**config.mk**
```make
export PLATFORM = sky130hd
export DESIGN_NAME = piso_serializer
export DESIGN_NICKNAME = d
export VERILOG_FILES = /design/src/rtl/piso_serializer.sv
export SDC_FILE = /design/constraint.sdc
export NUM_CORES = 1
export LEC_CHECK = 0
export ABC_AREA = 1
export BUFFER_PORTS_ARGS = -buffer_cell sky130_fd_sc_hd__buf_2
export CAP_MARGIN = 40
export CORE_ASPECT_RATIO = 0.9
export CORE_UTILIZATION = 50
export DETAILED_ROUTE_END_ITERATION = 8
export PLACE_DENSITY = 0.81
export SETUP_SLACK_MARGIN = 0.3
export SYNTH_ARGS = -nofsm -noshare
export SYNTH_HDL_FRONTEND = slang
export SYNTH_SLANG_ARGS = --single-unit
```
**constraint.sdc**
```tcl
create_clock -name clk -period 1.6 [get_ports clk]
set_input_delay 0.08 -clock clk [delete_from_list [all_inputs] [get_ports clk]]
set_output_delay 0.08 -clock clk [all_outputs]
set_load 0.05 [all_outputs]
```
**src/rtl/piso_serializer.sv**
```systemverilog
// piso_serializer: valid/ready parallel-in, serial-out transmitter with optional inter-word gap
module piso_serializer #(
  parameter int WIDTH     = 8,
  parameter int LSB_FIRST = 1,
  parameter int GAP       = 0
) (
  input  logic             clk,
  input  logic             rst,
  input  logic [WIDTH-1:0] din,
  input  logic             din_valid,
  output logic             din_ready,
  output logic             sout,
  output logic             sout_valid,
  output logic             busy,
  output logic             done
);
  localparam int CW = $clog2(WIDTH);
  localparam int GW = GAP < 1 ? 1 : $clog2(GAP + 1);
  localparam logic [1:0] S_IDLE  = 2'd0;
  localparam logic [1:0] S_SHIFT = 2'd1;
  localparam logic [1:0] S_GAP   = 2'd2;
  logic [1:0]       state_q, state_d;
  logic [WIDTH-1:0] shreg_q, shreg_d;
  logic [CW-1:0]    cnt_q, cnt_d;
  logic [GW-1:0]    gcnt_q, gcnt_d;
  logic             sout_q, sout_d, sv_q, sv_d, busy_q, busy_d, done_q, done_d;
  logic             last, accept;
  // cnt_q is the index of the bit currently on sout; the last-bit cycle may reload when GAP=0
  assign last      = state_q == S_SHIFT && cnt_q == CW'(WIDTH - 1);
  assign din_ready = !rst && (state_q == S_IDLE || (last && GAP == 0));
  assign accept    = din_valid && din_ready;
  assign sout       = sout_q;
  assign sout_valid = sv_q;
  assign busy       = busy_q;
  assign done       = done_q;
  // next-state: the first bit of an accepted word is presented straight from din
  always_comb begin
    state_d = state_q;
    shreg_d = shreg_q;
    cnt_d   = cnt_q;
    gcnt_d  = gcnt_q;
    sout_d  = 1'b0;
    sv_d    = 1'b0;
    busy_d  = 1'b0;
    done_d  = 1'b0;
    if (accept) begin
      state_d = S_SHIFT;
      shreg_d = din;
      cnt_d   = '0;
      sout_d  = LSB_FIRST != 0 ? din[0] : din[WIDTH-1];
      sv_d    = 1'b1;
      busy_d  = 1'b1;
    end else if (state_q == S_SHIFT && !last) begin
      shreg_d = LSB_FIRST != 0 ? shreg_q >> 1 : shreg_q << 1;
      cnt_d   = cnt_q + 1'b1;
      sout_d  = LSB_FIRST != 0 ? shreg_q[1] : shreg_q[WIDTH-2];
      sv_d    = 1'b1;
      busy_d  = 1'b1;
      done_d  = cnt_q == CW'(WIDTH - 2);
    end else if (last) begin
      state_d = GAP > 0 ? S_GAP : S_IDLE;
      gcnt_d  = '0;
      busy_d  = GAP > 0;
    end else if (state_q == S_GAP) begin
      state_d = gcnt_q == GW'(GAP - 1) ? S_IDLE : S_GAP;
      gcnt_d  = gcnt_q + 1'b1;
      busy_d  = gcnt_q != GW'(GAP - 1);
    end
  end
  // state and registered outputs; reset discards any word or gap in progress
  always_ff @(posedge clk or posedge rst) begin
    if (rst) begin
      state_q <= S_IDLE;
      shreg_q <= '0;
      cnt_q   <= '0;
      gcnt_q  <= '0;
      sout_q  <= 1'b0;
      sv_q    <= 1'b0;
      busy_q  <= 1'b0;
      done_q  <= 1'b0;
    end else begin
      state_q <= state_d;
      shreg_q <= shreg_d;
      cnt_q   <= cnt_d;
      gcnt_q  <= gcnt_d;
      sout_q  <= sout_d;
      sv_q    <= sv_d;
      busy_q  <= busy_d;
      done_q  <= done_d;
    end
  end
endmodule

```
==> out/results.ini <==
[power]
power_density_mw_per_mm2=1860
peakVddDrop_mv=1.09
p_sw_mw=0.905
p_leak_nw=0.559
switching_share_pct=43.8
power.share.combinational_pct=53.9
power_frac_seq_pct=34.6
power_frac_clock_pct=11.5
p_int_mw=1.16

[cells_and_area]
drive_above_1_share_pct=44.3
area_growth_pct=38.5
final_cells=130
n_antenna_cell=0
fin_nets=130

[route]
ant_nets=0
wire_per_inst_um=14.7
drcViolationCount=0
viasPerCell=5.76
drtIter0Drc=14
vias=749
wl_mm=1.91
drt_first_pass_iters=4

[setup_path]
cp_slowest_cell=dfrtp_1
path_cells=ha_2 -> ha_4 -> inv_6 -> nand2_8 -> buf_4 -> buf_8 -> nand3_4 -> nand2_2 -> nand2_2 -> nand2_2
critPathLaunch=cnt_q[1]$_DFFE_PP0P_
crit_fanout=8
r2r_start=cnt_q[1]$_DFFE_PP0P_
cp-start-kind=flip-flop
crit_path_end_kind=flip-flop
path_class=flip-flop to flip-flop
required_ns=1.80
ff2ff_path_depth=10
cp_common_cell=nand2_2
arrival_ns=1.77
max_stage_delay_ns=0.40

[yosys]
synth-edff-count=0
synth_area_sq_um=802
synth_area_leader_cell=dfrtp_1
synth_area_per_cell_sq_um=9.44
ys_types=20
synthArstFlopShare_pct=100
yosysWarnings=0
synth_flop_cell=dfrtp_1
synth_cells=85
ys_top_cells_by_area=dfrtp_1 53%, nand3_1 12%, nand2_1 8.9%
synth_seq_cells=17
yosysSeqAreaShare_pct=53.0
synthDominantCellAreaShare_pct=53.0
synth.top_cells.by_count=19 x nand2_1, 19 x nand3_1, 17 x dfrtp_1
synth_nets=99

[clock_network]
clk_latency_ns=0.30
clock-sinks=17
clockBufferDepth=2
cts_tree=yes
clkTransAtPathRegs_ns=0.10
cts_htree_levels=1
cts_buffers=3
cts-root-buf=clkbuf_4

[sta]
final.setup_skew_ns=0.00457
report.final.slew_viol_count=0
worst_pin_slew_ns=0.626
rsz0062_at_grt=yes
setup_viol=0
max_freq_mhz=634
finalCritPeriodShare_pct=98.5
finalHoldViolations=0
period_needed_ns=1.58
tns_ns=0
max_slew_margin_pct=58.2

[placement]
dp_hpwl_mm=1.07
place_inst=112
gp_congestion=0.779
portBuffers=15

[grt]
grt_pass1_wl_mm=2.63
grtUsageTotal_pct=22.2
antenna_found_initial=0
grt_pass1_vias=602
grt-ovfl-total=0
grt_max_degree=18

[hold_path]
worst_hold_path_type=input port to flip-flop
min_from=din[0]
hold_depth=3

[floorplanning]
start_util_pct=54.8
die-width_um=44.2
rows=13
coreArea_sq_mm=0.00146
die_h_um=40.0
ios=16
dieArea_sq_mm=0.00177

[outcome]
run_status=complete, no violations

[run]
cap_violations=0

-- registers in the layout (all words and copies together) (netlist names) --
register	flops
busy	1
cnt_q	3
done	1
gcnt_q	1
shreg_q	7
sout	1
sout_valid	1
state_q	2
-- critical path: cells and delay by family, from the launching register on --
| family | cells | cell delay [ns] |
|---|---|---|
| flops | 1 | 0.40 |
| buf+inv | 3 | 0.34 |
| simple gates | 5 | 0.35 |
| fa+ha+maj | 2 | 0.38 |
-- power by group through the flow --
stage / Sequential (mW) / Combinational, mW / Clock [mW]
6_report: 0.714 / 1.11 / 0.237
5_1_grt: 0.732 / 1.21 / 0.257
4_1_cts: 0.704 / 0.922 / 0.239
3_5_place_dp: 0.714 / 0.756 / 0
3_3_place_gp: 0.709 / 0.740 / 0
2_1_floorplan: 0.839 / 0.504 / 0
-- area by class of cell --
cell class / count / area (sq um)
clock buffer: 3 / 22.5
clock inverter: 1 / 5.00
fill: 98 / 353
inverter: 7 / 33.8
multi-input combinational: 59 / 407
sequential: 17 / 425
tap: 15 / 18.8
timing repair buffer: 28 / 199
-- logic make-up (layout without fill, tap and decap cells) --
group	after synthesis	count (layout)	share of synthesized area [%]
AOI/OAI and AO/OA	4	4	2.96
and+or+nand+nor	51	52	33.1
adders and majority gates	3	3	4.68
buffers and inverters	10	39	6.24
DFF	17	17	53.0
-- placed cells by master, fill, tap and decap left out, drive strengths merged --
cell type    netlist  routed
or2                1       1
nor2               2       2
nand2             20      20
o21ai              3       3
ha                 3       3
a21oi              1       1
clkinv             0       1
nand3             21      22
dlygate4sd3        0       2
nand4              6       6
buf                3      26
clkbuf             0       3
inv                7       7
dfrtp             17      17
and2               1       1
-- routing by layer --
layer / GRT usage, % / wire length (um) / vias up
met5: 0 / 0 / -
met4: 6.82 / 41 / 0
met3: 9.46 / 112 / 6
met2: 36.4 / 967 / 38
met1: 26.9 / 787 / 357
li1: - / - / 348
-- path summary, 6_finish.rpt --
path,end,slack (ns)
max,gcnt_q$_DFFE_PP0P_,0.02
min,sout$_DFF_PP0_,0.005
max reg2reg,gcnt_q$_DFFE_PP0P_,0.02
min reg2reg,state_q[1]$_DFFE_PP0P_,0.51
max in group asynchronous,shreg_q[1]$_DFFE_PP0P_,0.77
min in group asynchronous,state_q[1]$_DFFE_PP0P_,0.42
-- per-stage QoR --
stage               total power [mW]  hold slack, ns  util [%]  instance area, sq um  setup slack [ns]
floorplan                       1.34         0.00607         -                   843             0.287
global placement                1.45           0.213      62.1                   910             0.261
detailed placement              1.47           0.217      62.1                   910             0.209
CTS                             1.87         0.00340      70.6                  1030            0.0498
global route                    2.20          0.0137      75.9                  1110          -0.00763
finish                          2.06         0.00525      75.9                  1110            0.0237
-- what timing repair did --
item / 4_1_cts / 5_1_grt
endpoints found under the hold margin: 18 / 0
resized for setup: 6 / 10
hold buffers: 2 / 0
pin swaps: 1 / 3
gates cloned: 0 / 1
setup endpoints to repair: 14 / 17
buffers inserted: 7 / 4
Note: power is estimated with default switching activity, not from simulation.
